### src/rtl/draw_sprite_if.sv
// Pixel/ROM/handshake bundle between a draw_sprite blitter (slave side) and its
// requester, ROM and VGA adapter (master side).
interface draw_sprite_if #(
    parameter int X_BITS     = 8,
    parameter int Y_BITS     = 7,
    parameter int COLOR_BITS = 3,
    parameter int ADDR_BITS  = 15
);
    logic                  begin_draw;
    logic [X_BITS-1:0]     x0;
    logic [Y_BITS-1:0]     y0;
    logic [ADDR_BITS-1:0]  rom_addr;
    logic [COLOR_BITS-1:0] rom_data;
    logic [X_BITS-1:0]     x;
    logic [Y_BITS-1:0]     y;
    logic [COLOR_BITS-1:0] color;
    logic                  drawEn;
    logic                  busy;
    logic                  done;

    modport master (
        output begin_draw, x0, y0, rom_data,
        input  rom_addr, x, y, color, drawEn, busy, done
    );

    modport slave (
        input  begin_draw, x0, y0, rom_data,
        output rom_addr, x, y, color, drawEn, busy, done
    );
endinterface

### src/rtl/draw_sprite.sv
// W x H ROM image blitter at runtime origin, clipped to screen; one pixel per ROM_LATENCY+2 cycles,
// level begin_draw/done handshake (no backpressure). DRAW_SPRITE_TRANSPARENT_EN skips KEY_COLOR pixels.
module draw_sprite #(
    parameter int W           = 160,
    parameter int H           = 120,
    parameter int SCREEN_W    = 160,
    parameter int SCREEN_H    = 120,
    parameter int X_BITS      = 8,
    parameter int Y_BITS      = 7,
    parameter int COLOR_BITS  = 3,
    parameter int ADDR_BITS   = 15,
    parameter int BASE_ADDR   = 0,
    parameter int ROM_LATENCY = 1,
    parameter logic [COLOR_BITS-1:0] KEY_COLOR = '0
) (
    input  logic         clk,
    input  logic         reset,
    draw_sprite_if.slave bus
);
    localparam int CW = $clog2(W + 1);
    localparam int RW = $clog2(H + 1);

    typedef enum logic [2:0] {IDLE, ADDR, WAIT, PLOT, DONE} state_t;

    state_t               state, state_next;
    logic [CW-1:0]        col;
    logic [RW-1:0]        row;
    logic [X_BITS-1:0]    x0_q;
    logic [Y_BITS-1:0]    y0_q;
    logic [ADDR_BITS-1:0] addr_ptr;
    logic [2:0]           wcnt;
    logic                 last_col, last_pix, wait_end;
    logic [X_BITS:0]      x_sum;
    logic [Y_BITS:0]      y_sum;
    logic                 clipped, skip;

    assign last_col = (col == CW'(W - 1));
    assign last_pix = last_col && (row == RW'(H - 1));
    assign wait_end = (wcnt == 3'(ROM_LATENCY - 1));

    // One extra bit so a wrap past the coordinate width still reads as off-screen.
    assign x_sum   = {1'b0, x0_q} + (X_BITS+1)'(col);
    assign y_sum   = {1'b0, y0_q} + (Y_BITS+1)'(row);
    assign clipped = (x_sum >= (X_BITS+1)'(SCREEN_W)) || (y_sum >= (Y_BITS+1)'(SCREEN_H));

`ifdef DRAW_SPRITE_TRANSPARENT_EN
    assign skip = clipped || (bus.rom_data == KEY_COLOR);
`else
    logic unused_key;
    assign unused_key = ^KEY_COLOR;
    assign skip       = clipped;
`endif

    assign bus.busy = (state == ADDR) || (state == WAIT) || (state == PLOT);

    always_ff @(posedge clk) begin
        if (reset) state <= IDLE;
        else       state <= state_next;
    end

    always_comb begin
        state_next = state;
        case (state)
            IDLE:    if (bus.begin_draw) state_next = ADDR;
            ADDR:    state_next = WAIT;
            WAIT:    if (wait_end) state_next = PLOT;
            PLOT:    state_next = last_pix ? DONE : ADDR;
            DONE:    if (bus.done && !bus.begin_draw) state_next = IDLE;
            default: state_next = IDLE;
        endcase
    end

    always_ff @(posedge clk) begin
        if (reset) begin
            bus.rom_addr <= ADDR_BITS'(BASE_ADDR);
            bus.x        <= '0;
            bus.y        <= '0;
            bus.color    <= '0;
            bus.drawEn   <= 1'b0;
            bus.done     <= 1'b0;
            col          <= '0;
            row          <= '0;
            x0_q         <= '0;
            y0_q         <= '0;
            addr_ptr     <= ADDR_BITS'(BASE_ADDR);
            wcnt         <= '0;
        end else begin
            bus.drawEn <= 1'b0;
            case (state)
                IDLE: if (bus.begin_draw) begin
                    x0_q     <= bus.x0;
                    y0_q     <= bus.y0;
                    col      <= '0;
                    row      <= '0;
                    addr_ptr <= ADDR_BITS'(BASE_ADDR);
                end
                ADDR: begin
                    bus.rom_addr <= addr_ptr;
                    wcnt         <= '0;
                end
                WAIT: wcnt <= wcnt + 3'd1;
                PLOT: begin
                    bus.color <= bus.rom_data;
                    if (!skip) begin
                        bus.x      <= x_sum[X_BITS-1:0];
                        bus.y      <= y_sum[Y_BITS-1:0];
                        bus.drawEn <= 1'b1;
                    end
                    // Row-major image: row*W+col advances by exactly one per pixel.
                    addr_ptr <= addr_ptr + ADDR_BITS'(1);
                    if (last_col) begin
                        col <= '0;
                        row <= row + RW'(1);
                    end else begin
                        col <= col + CW'(1);
                    end
                end
                DONE: begin
                    if (!bus.done)            bus.done <= 1'b1;
                    else if (!bus.begin_draw) bus.done <= 1'b0;
                end
                default: ;
            endcase
        end
    end
endmodule

### src/flat_wrapper.sv
// flat-port wrapper written by rule: the top's interface ports become plain ports
module draw_sprite_flat 
#(
    parameter int W           = 160,
    parameter int H           = 120,
    parameter int SCREEN_W    = 160,
    parameter int SCREEN_H    = 120,
    parameter int X_BITS      = 8,
    parameter int Y_BITS      = 7,
    parameter int COLOR_BITS  = 3,
    parameter int ADDR_BITS   = 15,
    parameter int BASE_ADDR   = 0,
    parameter int ROM_LATENCY = 1,
    parameter logic [COLOR_BITS-1:0] KEY_COLOR = '0
)
  (clk, reset, bus_begin_draw, bus_x0, bus_y0, bus_rom_data, bus_rom_addr, bus_x, bus_y, bus_color, bus_drawEn, bus_busy, bus_done);
  draw_sprite_if #(.X_BITS(X_BITS), .Y_BITS(Y_BITS), .COLOR_BITS(COLOR_BITS), .ADDR_BITS(ADDR_BITS)) bus_i ();
  input  logic clk;
  input  logic reset;
  input wire logic [$bits(bus_i.begin_draw)-1:0] bus_begin_draw;
  input wire logic [$bits(bus_i.x0)-1:0] bus_x0;
  input wire logic [$bits(bus_i.y0)-1:0] bus_y0;
  input wire logic [$bits(bus_i.rom_data)-1:0] bus_rom_data;
  output wire logic [$bits(bus_i.rom_addr)-1:0] bus_rom_addr;
  output wire logic [$bits(bus_i.x)-1:0] bus_x;
  output wire logic [$bits(bus_i.y)-1:0] bus_y;
  output wire logic [$bits(bus_i.color)-1:0] bus_color;
  output wire logic [$bits(bus_i.drawEn)-1:0] bus_drawEn;
  output wire logic [$bits(bus_i.busy)-1:0] bus_busy;
  output wire logic [$bits(bus_i.done)-1:0] bus_done;
  assign bus_i.begin_draw = bus_begin_draw;
  assign bus_i.x0 = bus_x0;
  assign bus_i.y0 = bus_y0;
  assign bus_i.rom_data = bus_rom_data;
  assign bus_rom_addr = bus_i.rom_addr;
  assign bus_x = bus_i.x;
  assign bus_y = bus_i.y;
  assign bus_color = bus_i.color;
  assign bus_drawEn = bus_i.drawEn;
  assign bus_busy = bus_i.busy;
  assign bus_done = bus_i.done;
  draw_sprite #(.W(W), .H(H), .SCREEN_W(SCREEN_W), .SCREEN_H(SCREEN_H), .X_BITS(X_BITS), .Y_BITS(Y_BITS), .COLOR_BITS(COLOR_BITS), .ADDR_BITS(ADDR_BITS), .BASE_ADDR(BASE_ADDR), .ROM_LATENCY(ROM_LATENCY), .KEY_COLOR(KEY_COLOR)) u_core (.clk(clk), .reset(reset), .bus(bus_i));
endmodule
### config.mk
export PLATFORM = sky130hd
export DESIGN_NAME = draw_sprite_flat
export DESIGN_NICKNAME = d
export VERILOG_FILES = /design/src/rtl/draw_sprite_if.sv /design/src/rtl/draw_sprite.sv /design/src/flat_wrapper.sv
export SDC_FILE = /design/constraint.sdc
export NUM_CORES = 1
export LEC_CHECK = 0
export BUFFER_PORTS_ARGS = -buffer_cell sky130_fd_sc_hd__buf_2
export CAP_MARGIN = 20
export CORE_MARGIN = 1
export CORE_UTILIZATION = 59
export DETAILED_ROUTE_END_ITERATION = 6
export GPL_ROUTABILITY_DRIVEN = 0
export HOLD_SLACK_MARGIN = 0.02
export PLACE_DENSITY_LB_ADDON = 0.08
export SETUP_SLACK_MARGIN = 0.15
export SLEW_MARGIN = 25
export SYNTH_ARGS = -nofsm -noshare
export SYNTH_HDL_FRONTEND = slang
export SYNTH_SLANG_ARGS = --single-unit
### constraint.sdc
create_clock -name clk -period 5.93 [get_ports clk]
set_clock_uncertainty 0.2 [all_clocks]
set_input_delay 1.186 -clock clk [delete_from_list [all_inputs] [get_ports clk]]
set_output_delay 1.186 -clock clk [all_outputs]
set_load 0.01 [all_outputs]
==> flow_summary.toml <==
[run_status]
outcome = "completed"

[cts]
clk_path_buf_depth = 2
hold_buffers = 0
post_cts_buffers = 0
clk_pin_slew_ns = 0.09
cts_buffers = 9
insertion_delay_ns = 0.36
cts_sinks = 86
htreeDepth = 3
tritoncts = "yes"
root_buffer = "clkbuf_8"
post_cts_resized = 0

[floorplan]
rows = 30
dieArea_um2 = 7470
top_level_ports = 57
core_um2 = 6830
start_util_pct = 61.5
dieWidth_um = 86.4
chipHeight_um = 86.4

[cells_and_area]
final.fill_count = 616
final_layout_size_suffix_gt1_share_pct = 15.6
seq_area_um2 = 1720
mostFrequentLayoutCells = "nand2_1, dfxtp_1, a21oi_1, buf_2, nor2_1"
areaGrowthSynthToFinish_pct = 12.6
layout_commonest_cell = "nand2_1"
final_nets = 610
diodes = 0
multi_input_area_um2 = 2330

[logic_synthesis]
synth-edff-count = 0
synth_warnings = 0
async_reset_ff_share_pct = 0
syn_inst = 519
synth_area_per_cell_um2 = 8.10
synth.distinct_cells = 59
synth_nets = 562
synth_area_um2 = 4200
yosysSeqAreaShare_pct = 41.0
synth_flop_cell = "dfxtp_1"
ys_ff_latch = 86

[setup_path]
r2r_slack_ns = 2.76
crit_type = "flip-flop to flip-flop"
arrival_ns = 3.27
required_ns = 6.03
rr_worst_depth = 8
end_kind = "flip-flop"
cp-start-kind = "flip-flop"
critPathMaxFanout = 14

[sta]
fin_crit_ns = 3.17
setup_tns_ns = 0
maxSlewViolCount = 0
worstMarginPinSlew_ns = 0.796
setup_viol = 0
fmax_mhz = 316
relSlewSlack_pct = 46.9
hold_viol = 0
period_share_pct = 53.4
rsz0062_at_grt = "no"

[route]
vias = 3833
vias_per_cell = 5.74
drc_errors = 0
first_iter_violations = 208
first_pass_iters = 5
final_antenna_net_count = 0
wl_per_cell_um = 13.4
totalWireLength_um = 8950

[placement]
dpl.hpwl_um = 6220
port_buffers = 56

[hold_path]
min_path_type = "flip-flop to flip-flop"
holdPathStages = 2

[global_route]
grt_usage_pct = 24.6
grt_pass1_vias = 3363
grt_max_degree = 45
antenna_found_initial = 0
grt_first_pass_wirelength_um = 14700
grt_overflow = 0

[job]
maxCapViolCount = 0

[power]
total_power_w = 0.00128
cellLeakagePower_nw = 1.90
p_per_area_nw_per_um2 = 271
peakVddDrop_mv = 0.175
[sequential cells by signal, summed over array words and instances (netlist names)]
signal and count:
u_core.state 3, u_core.x0_q 8, u_core.bus.drawEn 1, u_core.bus.color 3
u_core.col 8, u_core.bus.x 8, u_core.bus.done 1, u_core.row 7
u_core.bus.rom_addr 15, u_core.addr_ptr 15, u_core.wcnt 3, u_core.bus.y 7
u_core.y0_q 7
[metrics by stage]
step / instances / setup WS (ns) / utilization [%] / area [µm²] / hold slack [ns]
2_1_floorplan: 519 / 3.31 / - / 4200 / 0.241
3_3_place_gp: 651 / 2.67 / 66.4 / 4540 / 0.239
3_5_place_dp: 651 / 2.62 / 66.4 / 4540 / 0.243
4_1_cts: 667 / 2.75 / 69.1 / 4720 / 0.256
5_1_grt: 668 / 2.53 / 69.3 / 4730 / 0.271
6_report: 668 / 2.76 / 69.3 / 4730 / 0.253
[cell families (layout without fill, tap and decap cells)]
kind of cell	Yosys count	count (layout)	share of synthesized area [%]
AND/OR/NAND/NOR	216	216	24.3
AO/OA/AOI/OAI	136	136	19.8
flip-flops	86	86	41.0
buffers and inverters	40	93	3.81
adder cells (fa/ha/maj)	22	22	6.90
XOR/XNOR	14	14	2.92
multiplexers	5	5	1.37
[worst max-delay path, stage by stage (launching register included)]
cell,delay [ns]
dfxtp_1,0.39
ha_1,0.41
nand3_1,0.11
a21oi_1,0.20
mux2_4,0.34
a2111oi_4,0.40
o2111ai_2,0.42
nor2_1,0.41
o221a_1,0.24
[synthesized netlist by cell type, drive strengths merged, types with 3 or more instances]
cell     n  area, µm²
a21o     3       22.5
nand3   23        115
ha      20        250
or2      3       18.8
nand2b   4       25.0
a21oi   76        380
a22oi    3       22.5
inv     16       60.1
nor3b    6       45.0
dfxtp   86       1720
a31oi    3       18.8
buf      5       28.8
mux2     3       37.5
and3    10       62.6
o211ai   4       30.0
xnor2   10       87.6
nor3     5       25.0
nand3b   8       60.1
nand4    6       37.5
clkbuf  19       71.3
nand2   91        342
nor2b    5       31.3
o21ai   23        115
or3      4       25.0
a211oi   4       30.0
xor2     4       35.0
nor2    43        161
[metal layers]
metal	up-vias	track usage (%)	share of wire (%)
met5	-	0	0
met4	0	11.4	1.6
met3	15	3.14	3.4
met2	83	38.8	46
met1	1808	33.5	49
li1	1927	-	-
[layout make-up]
type                    count  area share [%]
clock inverters             6           0.978
repair buffers             61            6.79
well taps                  96            2.54
flip-flops and latches     86            36.4
inverters                  16            1.27
clock buffers              10            2.91
multi-input cells         393            49.2
[power by group]
group	internal (W)	switching (W)	leakage, nW
registers	0.000606	0.0000322	0.696
logic	0.0000910	0.000168	1.11
clock network	0.000166	0.000218	0.0889
total	0.000862	0.000418	1.90
[path summary, 6_finish.rpt]
check	start	to
setup reg to reg	u_core.col[5]	u_core.bus.y[6]
setup / recovery	u_core.col[5]	u_core.bus.y[6]
hold reg to reg	u_core.bus.rom_addr[11]	u_core.bus.rom_addr[11]
hold / removal	u_core.bus.rom_addr[11]	u_core.bus.rom_addr[11]
Note: power is estimated with default switching activity, not from simulation.
